[src/rtl/pc_sequencer.sv]
// PC sequencer: issues a PC to the cpu, holds it for HOLD_CYCLES, then steps or branches.
// Optional branch-to-self halt detection is enabled by defining PC_SEQ_LOOP_DET_EN.
module pc_sequencer #(
  parameter logic [15:0] RESET_PC    = 16'h0000,
  parameter int unsigned HOLD_CYCLES = 2,
  parameter logic [15:0] PC_MAX      = 16'hFFFF
) (
  input  logic        clk,
  input  logic        rst_n,
  input  logic        start,
  input  logic        stall,
  input  logic [15:0] cpu_pc_next,
  input  logic        cpu_pc_next_vld,
  output logic [15:0] pc,
  output logic        pc_vld,
  output logic        busy,
  output logic        halted,
  output logic [15:0] issue_count
);

  localparam int unsigned PC_W  = 16;
  localparam int unsigned CNT_W = 8;

  localparam logic [1:0] IDLE  = 2'd0;
  localparam logic [1:0] ISSUE = 2'd1;
  localparam logic [1:0] WAIT  = 2'd2;
  localparam logic [1:0] HALT  = 2'd3;

  localparam logic [CNT_W-1:0] HOLD_LOAD = CNT_W'(HOLD_CYCLES);
  localparam logic [PC_W-1:0]  CNT_SAT   = {PC_W{1'b1}};

  logic [1:0]       state, state_d;
  logic [PC_W-1:0]  pc_d;
  logic [PC_W-1:0]  issue_count_d;
  logic [CNT_W-1:0] wait_cnt, wait_cnt_d;
  logic             pc_vld_d, busy_d, halted_d;

  // Registered state and outputs
  always_ff @(posedge clk) begin
    if (!rst_n) begin
      state       <= IDLE;
      pc          <= RESET_PC;
      pc_vld      <= 1'b0;
      busy        <= 1'b0;
      halted      <= 1'b0;
      issue_count <= '0;
      wait_cnt    <= '0;
    end else begin
      state       <= state_d;
      pc          <= pc_d;
      pc_vld      <= pc_vld_d;
      busy        <= busy_d;
      halted      <= halted_d;
      issue_count <= issue_count_d;
      wait_cnt    <= wait_cnt_d;
    end
  end

  // Next-state and next-output logic; flags are decoded from the next state so they align with pc
  always_comb begin
    state_d       = state;
    pc_d          = pc;
    issue_count_d = issue_count;
    wait_cnt_d    = wait_cnt;

    case (state)
      IDLE: begin
        if (start) begin
          state_d = ISSUE;
          pc_d    = RESET_PC;
        end
      end

      ISSUE: begin
        state_d    = WAIT;
        wait_cnt_d = HOLD_LOAD;
        if (issue_count != CNT_SAT) begin
          issue_count_d = issue_count + PC_W'(1);
        end
      end

      WAIT: begin
        if (!stall) begin
          if (wait_cnt <= CNT_W'(1)) begin
            wait_cnt_d = '0;
            if (cpu_pc_next_vld) begin
`ifdef PC_SEQ_LOOP_DET_EN
              if (cpu_pc_next == pc) begin
                state_d = HALT;
              end else begin
                state_d = ISSUE;
                pc_d    = cpu_pc_next;
              end
`else
              state_d = ISSUE;
              pc_d    = cpu_pc_next;
`endif
            end else if (pc == PC_MAX) begin
              state_d = HALT;
            end else begin
              state_d = ISSUE;
              pc_d    = pc + PC_W'(1);
            end
          end else begin
            wait_cnt_d = wait_cnt - CNT_W'(1);
          end
        end
      end

      HALT: begin
        state_d = HALT;
      end

      default: begin
        state_d = IDLE;
      end
    endcase

    pc_vld_d = (state_d == ISSUE);
    busy_d   = (state_d == ISSUE) || (state_d == WAIT);
    halted_d = (state_d == HALT);
  end

endmodule

[config.mk]
export PLATFORM = sky130hd
export DESIGN_NAME = pc_sequencer
export DESIGN_NICKNAME = d
export VERILOG_FILES = /design/src/rtl/pc_sequencer.sv
export SDC_FILE = /design/constraint.sdc
export NUM_CORES = 1
export LEC_CHECK = 0
export ABC_AREA = 1
export CAP_MARGIN = 5
export CORE_MARGIN = 2
export CORE_UTILIZATION = 50
export DETAILED_ROUTE_END_ITERATION = 12
export DONT_BUFFER_PORTS = 1
export GPL_TIMING_DRIVEN = 1
export PLACE_DENSITY_LB_ADDON = 0.05
export SYNTH_ARGS = -nofsm -noshare
export SYNTH_HDL_FRONTEND = slang
export SYNTH_SLANG_ARGS = --single-unit
[constraint.sdc]
create_clock -name clk -period 3.85 [get_ports clk]
set_input_delay 0.385 -clock clk [delete_from_list [all_inputs] [get_ports clk]]
set_output_delay 0.385 -clock clk [all_outputs]
set_load 0.005 [all_outputs]
==> flow_summary.yaml <==
cts:
  cts_buffers: 5
  cts_tree: "yes"
  cts_setup_buffers: 0
  cts_max_level: 2
  clockRootBuffer: "clkbuf_8"
  cts.path.max_buffers: 2
  clk_latency_ns: 0.30
  ctsResizeCount: 0
  cts.reportedPaths.clkPinSlew_ns: 0.09
  cts_hold_buf: 0
  numClockSinks: 45
synth:
  synth_xor_area_share_pct: 3.06
  seq_area_frac_synth_pct: 31.5
  synth_top_family_by_area: "simple AND/OR/NAND/NOR gates"
  synth_compound_area_share_pct: 8.93
  synthAdderAreaFrac_pct: 2.63
  yosysTopAreaCellShare_pct: 31.5
  synth-simple-area-share_pct: 42.8
  synthFlopType: "dfxtp_1"
  ys_warn_count: 0
  synth_edf_count: 0
  avgSynthCellArea_um2: 6.35
  synthArstFlopShare_pct: 0
  muxShareOfSynthArea_pct: 0
  synthCells: 450
  netlist_area_um2: 2860
  synth-seq-cells: 45
  synth_nets: 477
  synth_area_leaders: "dfxtp_1 32%, nand2_1 14%, nor2_1 10%, nand3_1 7.7%, inv_1 7.1%"
  synth_top_area_cell: "dfxtp_1"
  ys_types: 35
die:
  dieArea_um2: 6340
  rows: 27
  dieWidth_um: 79.6
  fp.dieH_um: 79.6
  start_util_pct: 51.9
  coreArea_um2: 5510
  io-pin-count: 56
routing:
  vias: 2622
  drt-initial-drc-count: 131
  drc: 0
  detail-route-antenna-nets: 0
  wl_um: 6530
  dr.pass1.iters: 4
  wl_per_cell_um: 12.6
  vias_per_cell: 5.05
sta:
  setup_violations: 0
  drv_slew: 0
  setup-tns-final_ns: 0
  rsz0062_at_grt: "no"
  fin_crit_sh_pct: 50.4
  fin_worst_skew_ns: 0.0123
  final_hold_viol_count: 0
  worst_pin_slew_ns: 0.432
  maxSlewHeadroom_pct: 71.2
  clock.fmax_mhz: 515
  post-route-min-period_ns: 1.94
run_status:
  run_status: "completed"
grt:
  met2_usage_pct: 37.6
  met3_usage_pct: 4.30
  grt_usage_pct: 21.5
  grt_pass1_wl_um: 10900
  antenna_found_initial: 0
  met1_usage_pct: 26.1
  grt_overflow: 0
  grt_max_degree: 26
  grt-busiest-layer: "met2"
  grt_pass1_vias: 2452
power_and_ir_drop:
  power_leakage_uw: 0.00123
  ir_drop_mv: 0.338
  powerDensity_nw_per_um2: 587
  report.power.total_uw: 1760
setup_path:
  end_kind: "flop"
  crit_fanout: 24
  required_ns: 4.09
  worst_ep_arrival_time_ns: 2.18
  path_class: "reg2reg"
  start_kind: "flop"
place:
  hpwl_um: 4740
  portBuffers: 0
  gp_congestion: 0.837
  dp_cells: 511
  placedInstanceArea_um2: 2880
cells_and_area:
  design_area_um2: 2990
  num_antenna_cells: 0
  nFillCells: 573
  fin_cells: 519
  final_nets: 473
  area_delta_synth_final_pct: 4.73
  drive_gt1_share_pct: 9.84
flow_run:
  max_cap_violations: 0
min_path:
  hold_class: "in2reg"
==> power by group <==
| group | total, uW | switching, uW | internal [uW] |
|---|---|---|---|
| logic | 705 | 473 | 232 |
| clock network | 380 | 168 | 212 |
| registers | 672 | 110 | 562 |
| total | 1760 | 751 | 1010 |
==> final cells by class <==
type	count	area, um2	share of cell area [%]
Tap cell	72	90.1	3.01
Clock inverter	1	30.0	1.00
Multi-Input combinational cell	330	1640	54.8
Clock buffer	7	86.3	2.88
Inverter	63	236	7.90
Timing Repair Buffer	1	7.51	0.251
Sequential cell	45	901	30.1
==> placed cells by master (no fill, tap or decap), types with 7 or more instances in the layout <==
cell     instances
a21oi_1         15
nor2_1          77
nand2_2          9
nand4_1          7
a21oi_2          7
nand3_1         44
inv_1           54
nor3_1          15
dfxtp_1         45
inv_2            9
xor2_1           9
o21ai_0         18
nand2_1        104
==> synth_stat cells, types with 6 or more instances <==
cell        n
o21ai_0    18
a21oi_2     7
xor2_1      9
nor2_1     77
ha_1        6
dfxtp_1    45
nand2_2     9
inv_2       9
nand4_1     7
nand3_1    44
clkbuf_1    6
a21oi_1    15
nand2_1   104
inv_1      54
nor3_1     15
==> registers in the layout, indices dropped and copies added, names as in the netlist <==
name and count:
issue_count 16, pc 16, wait_cnt 8, state 2
busy 1, halted 1, pc_vld 1
==> critical path, stage by stage, from the launching register on <==
cell and delay, ns:
dfxtp_1 0.43, ha_1 0.20, nand3_1 0.16, nor2_1 0.21
nand3_1 0.11, nand2_2 0.33, inv_2 0.16, nand3_1 0.10
nand2_1 0.05, a21oi_1 0.12
==> cell families (layout without fill, tap and decap cells) <==
| logic type | after synthesis | in the layout |
|---|---|---|
| flip-flops | 45 | 45 |
| AO/OA/AOI/OAI | 44 | 44 |
| buffers and inverters | 75 | 72 |
| XOR/XNOR | 10 | 10 |
| adder cells (fa/ha/maj) | 6 | 6 |
| AND/OR/NAND/NOR | 270 | 270 |
==> layer usage <==
metal | vias up | part of all wire, % | wire length, um
met5 | - | 0 | 0
met4 | 0 | 0.78 | 51
met3 | 5 | 5.2 | 338
met2 | 53 | 49 | 3200
met1 | 1152 | 45 | 2950
li1 | 1412 | - | -
==> final timing paths <==
check,from,to,slack (ns),depth (start not counted)
max,issue_count[1],issue_count[6],1.91,9
min reg2reg,wait_cnt[5],wait_cnt[5],0.48,2
min,rst_n,pc_vld,0.18,2
max reg2reg,issue_count[1],issue_count[6],1.91,9
==> stage by stage <==
step / setup WS (ns) / util (%) / hold WS (ns)
floorplan: 2.17 / - / 0.457
global route: 1.59 / 54.4 / 0.182
finish: 1.91 / 54.4 / 0.178
detailed placement: 1.94 / 52.2 / 0.470
global placement: 2.02 / 52.2 / 0.468
CTS: 1.91 / 54.4 / 0.174
No activity file was read; power rests on OpenSTA's default activity.
